==> config.mk <==
export PLATFORM = sky130hd
export DESIGN_NAME = set_bit_iter
export DESIGN_NICKNAME = d
export VERILOG_FILES = /design/src/rtl/set_bit_iter.sv
export SDC_FILE = /design/constraint.sdc
export NUM_CORES = 1
export LEC_CHECK = 0
export CAP_MARGIN = 10
export CORE_MARGIN = 2
export CORE_UTILIZATION = 35
export DETAILED_ROUTE_END_ITERATION = 12
export SLEW_MARGIN = 20
export SYNTH_ARGS = -nofsm -noshare
export SYNTH_HDL_FRONTEND = slang
export SYNTH_SLANG_ARGS = --single-unit
==> constraint.sdc <==
create_clock -name clk -period 5.03 [get_ports clk]
set_input_delay 1.2575 -clock clk [delete_from_list [all_inputs] [get_ports clk]]
set_output_delay 1.2575 -clock clk [all_outputs]
set_load 0.05 [all_outputs]
==> src/rtl/set_bit_iter.sv <==
// set_bit_iter
//   Takes a WIDTH-bit word and walks its set bits lowest index first,
//   presenting one index per output handshake. A zero word produces a
//   single beat that is flagged with out_zero.
//
// Ports
//   clk        rising-edge clock
//   reset      asynchronous, active-high reset
//   in_valid   word offered
//   in_ready   block is idle and can take a word
//   in_data    word to scan (sampled only on the accept cycle)
//   out_valid  index beat presented
//   out_ready  consumer takes the beat
//   out_idx    index of the lowest remaining set bit
//   out_last   current beat is the final one for this word
//   out_zero   loaded word had no set bits
//   out_count  popcount of the loaded word (present with SBI_COUNT_EN)
//
// Build option
//   SBI_COUNT_EN  adds the out_count port and its popcount register.
//
// All out_* signals are decoded from registers only (state, rem, zero_flag),
// so they change only at clock edges, except when reset forces the FSM idle.

module set_bit_iter #(
  parameter int  WIDTH = 64,
  localparam int IW    = $clog2(WIDTH)
) (
  input  logic             clk,
  input  logic             reset,
  input  logic             in_valid,
  output logic             in_ready,
  input  logic [WIDTH-1:0] in_data,
  output logic             out_valid,
  input  logic             out_ready,
  output logic [IW-1:0]    out_idx,
  output logic             out_last,
  output logic             out_zero
`ifdef SBI_COUNT_EN
  ,
  output logic [IW:0]      out_count
`endif
);

  typedef enum logic {
    IDLE = 1'b0,
    EMIT = 1'b1
  } state_t;

  localparam logic [WIDTH-1:0] ONE = WIDTH'(1);

  state_t           state;
  logic [WIDTH-1:0] rem;
  logic             zero_flag;

  logic [WIDTH-1:0] rem_less;
  logic [IW-1:0]    low_idx;
  logic             one_left;

  // Clearing the lowest set bit: x & (x-1).
  assign rem_less = rem & (rem - ONE);
  // Exactly one bit left when rem is nonzero and clearing it leaves nothing.
  assign one_left = (rem != '0) && (rem_less == '0);

  // Priority encoder: scanning downward leaves the lowest set index.
  // Yields 0 when rem is empty (idle, or a zero word).
  always_comb begin
    low_idx = '0;
    for (int i = WIDTH - 1; i >= 0; i--) begin
      if (rem[i]) low_idx = IW'(i);
    end
  end

  assign in_ready  = (state == IDLE);
  assign out_valid = (state == EMIT);
  assign out_idx   = low_idx;
  assign out_last  = out_valid && (zero_flag || one_left);
  assign out_zero  = out_valid && zero_flag;

  always_ff @(posedge clk or posedge reset) begin
    if (reset) begin
      state     <= IDLE;
      rem       <= '0;
      zero_flag <= 1'b0;
    end else begin
      case (state)
        IDLE: begin
          if (in_valid) begin
            rem       <= in_data;
            zero_flag <= (in_data == '0);
            state     <= EMIT;
          end
        end
        EMIT: begin
          if (out_ready) begin
            rem <= rem_less;
            if (out_last) begin
              zero_flag <= 1'b0;
              state     <= IDLE;
            end
          end
        end
        default: state <= IDLE;
      endcase
    end
  end

`ifdef SBI_COUNT_EN
  function automatic logic [IW:0] popcount(input logic [WIDTH-1:0] w);
    logic [IW:0] c;
    c = '0;
    for (int i = 0; i < WIDTH; i++) begin
      c = c + (IW+1)'(w[i]);
    end
    return c;
  endfunction

  always_ff @(posedge clk or posedge reset) begin
    if (reset) begin
      out_count <= '0;
    end else if (in_valid && in_ready) begin
      out_count <= popcount(in_data);
    end
  end
`endif

endmodule

==> qor.txt <==
Status = complete, but fails checks
Violated checks = setup timing
Root Buffer = clkbuf_16
Layout Skew = 7.25 ps
Synth Flop Type = dfrtp_1
HP Class = reg2reg
Internal reg-to-reg setup slack = 1530 ps
Width of the die = 122 microns
Hold_ws = 565 ps
TritonRoute pass-1 iters = 5
Hold Path Cell Cnt = 1
Max frequency = 0.193 GHz
# fillers = 1312
Worst reg2reg path startpoint = rem[22]$_DFFE_PP0P_
Required time of the worst setup path = 3770 ps
PortBufs = 77
Largest net degree at the start of global routing = 75
# diodes = 0
Critical Path AT = 3920 ps
Routed len/inst = 21.7 microns
P&R area growth vs syn = 37.7%
Critical path peak fanout = 9
Critical path's most frequent cell = or4_4
CTS Buf Count = 9
Async SR Flop Fraction = 1.00
Cell taking the most area after synthesis = dfrtp_1
YS warnings = 0
Max-Cap Viols = 0
Crit Path Class = reg2out
First-pass GRT wire length = 31800 microns
Post-route DRC = 0
Worst slew pin tran = 897 ps
Vias = 5858
Final setup margin = -144 ps
Initial antenna violation count = 0
Buf/Inv on CP = 2
Dpl hpwl = 15100 microns
FF+latch count, synth = 66
CTS tree = yes
GRT Resource Usage Total = 0.281
Most common cell in the netlist = nand2_1
Synth unique cells = 63
Rows = 42
CTS H-tree depth = 3
Kind of end point of the critical path = output port
Period Utilization, post-route = 1.03
Largest cells by area after synthesis = dfrtp_1 (34%), o21ai_0 (9.1%), nand2_1 (8.0%), a22o_1 (6.0%), nor4_1 (4.9%)
Sinks on the clock net = 66
Final Hold Fails = 0
Final min period = 5170 ps
Max stage delay on crit path = 540 ps
Syn_nets = 702
Top cell type's share of synthesized area = 0.341
Cell Count, Final, Fillers Out = 936
Critical Path Start Type = flop
Hold buffers post-CTS = 0
Placeable Area = 13400 sq um
Post-Syn Area = 4840 sq um
Vias per inst = 6.26
DR iter-0 viols = 900
Worst-skew pair later-pin latency = 350 ps
FF-to-FF path depth = 10
Mapped Cells = 634
Clk buf depth = 2
Antenna Nets Post-Route = 0
Critical-path top delay cell = or4_4
Reg-to-Reg End = out_valid$_DFF_PP0_
Total wire length = 20300 microns
Slew Viols, Final = 0
Post-synth EDFFs = 0
Top cells by count, synth = nand2_1 (103), o21ai_0 (88), dfrtp_1 (66)
DIE HEIGHT = 122 microns
Delay-heaviest family, CP = simple AND/OR/NAND/NOR gates
RePlAce Congestion = 0.993
Number of nets in the layout = 824
Total grt overflow = 0
WP depth = 11
Sequential cell area fraction in the yosys report = 0.341
Initial Util = 0.362
Die area = 14800 sq um
Worst relative slew slack = 0.400
Post-placement cell count = 910
Syn avg cell area = 7.64 sq um
Number of global-route vias before repair = 5601
RSZ-0062 raised after global routing = yes
Ordered cell list for the critical path = nor4_1, buf_4, nand2_4, or4_4, o21ai_1, nand2_1, or4_1, or4_4, o41ai_4, and2_4, buf_12
Worst-path clk slew = 50 ps
Hold EP = rem[26]$_DFFE_PP0P_
Io pins = 78
Setup violators final = 1
Hold Crit Start = rem[26]$_DFFE_PP0P_
Share of layout cells above drive strength 1 = 0.183
worst reg2reg max path, cell delays in order (launching register included):
cell	delay, ps
dfrtp_1	480
nor4_1	270
buf_4	180
nand2_4	60
or4_4	540
o21ai_1	160
nand2_1	80
or4_1	490
or4_4	540
o41ai_4	440
a31oi_1	130
through the flow:
step	area [sq um]	setup TNS, ps	utilization	setup WS (ps)
after floorplan	4840	0	-	125
after global placement	6150	0	0.459	10.0
after detailed placement	6150	0	0.459	62.1
after CTS	6610	-61.1	0.493	-61.1
after global routing	6670	-239	0.498	-239
final	6670	-144	0.498	-144
cell type report:
class,instances,area [sq um],share of cell area
Clock buffer,12,246,0.0370
Clock inverter,3,40.0,0.00600
Inverter,22,82.6,0.0124
Multi-Input combinational cell,509,3100,0.464
Sequential cell,66,1670,0.250
Tap cell,176,220,0.0330
Timing Repair Buffer,148,1320,0.198
flip-flops by register name, summed over array words and instances (netlist names):
signal	count
rem	64
out_valid	1
zero_flag	1
how the worst max path moves through the flow:
stage	startpoint	to	slack [ps]
after floorplan	rem[8]$_DFFE_PP0P_	out_last	120
after global placement	rem[12]$_DFFE_PP0P_	out_last	10
after detailed placement	rem[12]$_DFFE_PP0P_	out_last	60
after CTS	rem[1]$_DFFE_PP0P_	out_last	-60
after global routing	rem[2]$_DFFE_PP0P_	out_last	-240
final	rem[22]$_DFFE_PP0P_	out_last	-140
what timing repair did:
| item | in CTS | in global routing |
|---|---|---|
| hold endpoints to repair | 0 | 0 |
| pin swaps | 18 | 8 |
| gates resized for setup | 29 | 8 |
| setup endpoints to repair | 1 | 1 |
| setup buffers | 10 | 1 |
per-layer routing:
| metal | track usage | wire [microns] | vias to the layer above | part of all wire |
|---|---|---|---|---|
| li1 | - | - | 2650 | - |
| met1 | 0.400 | 9060 | 2858 | 0.45 |
| met2 | 0.422 | 8900 | 308 | 0.44 |
| met3 | 0.0468 | 1680 | 42 | 0.083 |
| met4 | 0.114 | 620 | 0 | 0.031 |
| met5 | 0 | 0 | - | 0 |
cells by family after synthesis:
group,share of synthesized area
DFF,0.341
buffers and inverters,0.0486
AOI/OAI and AO/OA,0.289
and+or+nand+nor,0.315
adders and majority gates,0.00413
muxes,0.00232
cell usage in the layout (no fill, tap or decap), types with 4 or more instances in the layout:
cell type / n
clkbuf_16: 9
nand4_1: 14
o21ai_0: 86
a21oi_1: 36
or4_1: 13
a22o_1: 33
nor3_1: 20
or4_4: 6
and2_1: 4
buf_4: 70
nor2_1: 37
dfrtp_1: 55
nand3_1: 21
inv_1: 20
o211ai_1: 4
nand2_1: 103
o31ai_1: 6
nor4_4: 5
dfrtp_2: 11
clkdlybuf4s50_1: 76
or2_2: 8
o41ai_1: 6
nor4_1: 35
Power is left out: the tool's default activity adds up to more than one toggle a clock period on the data nets, which glitch-free logic cannot reach.
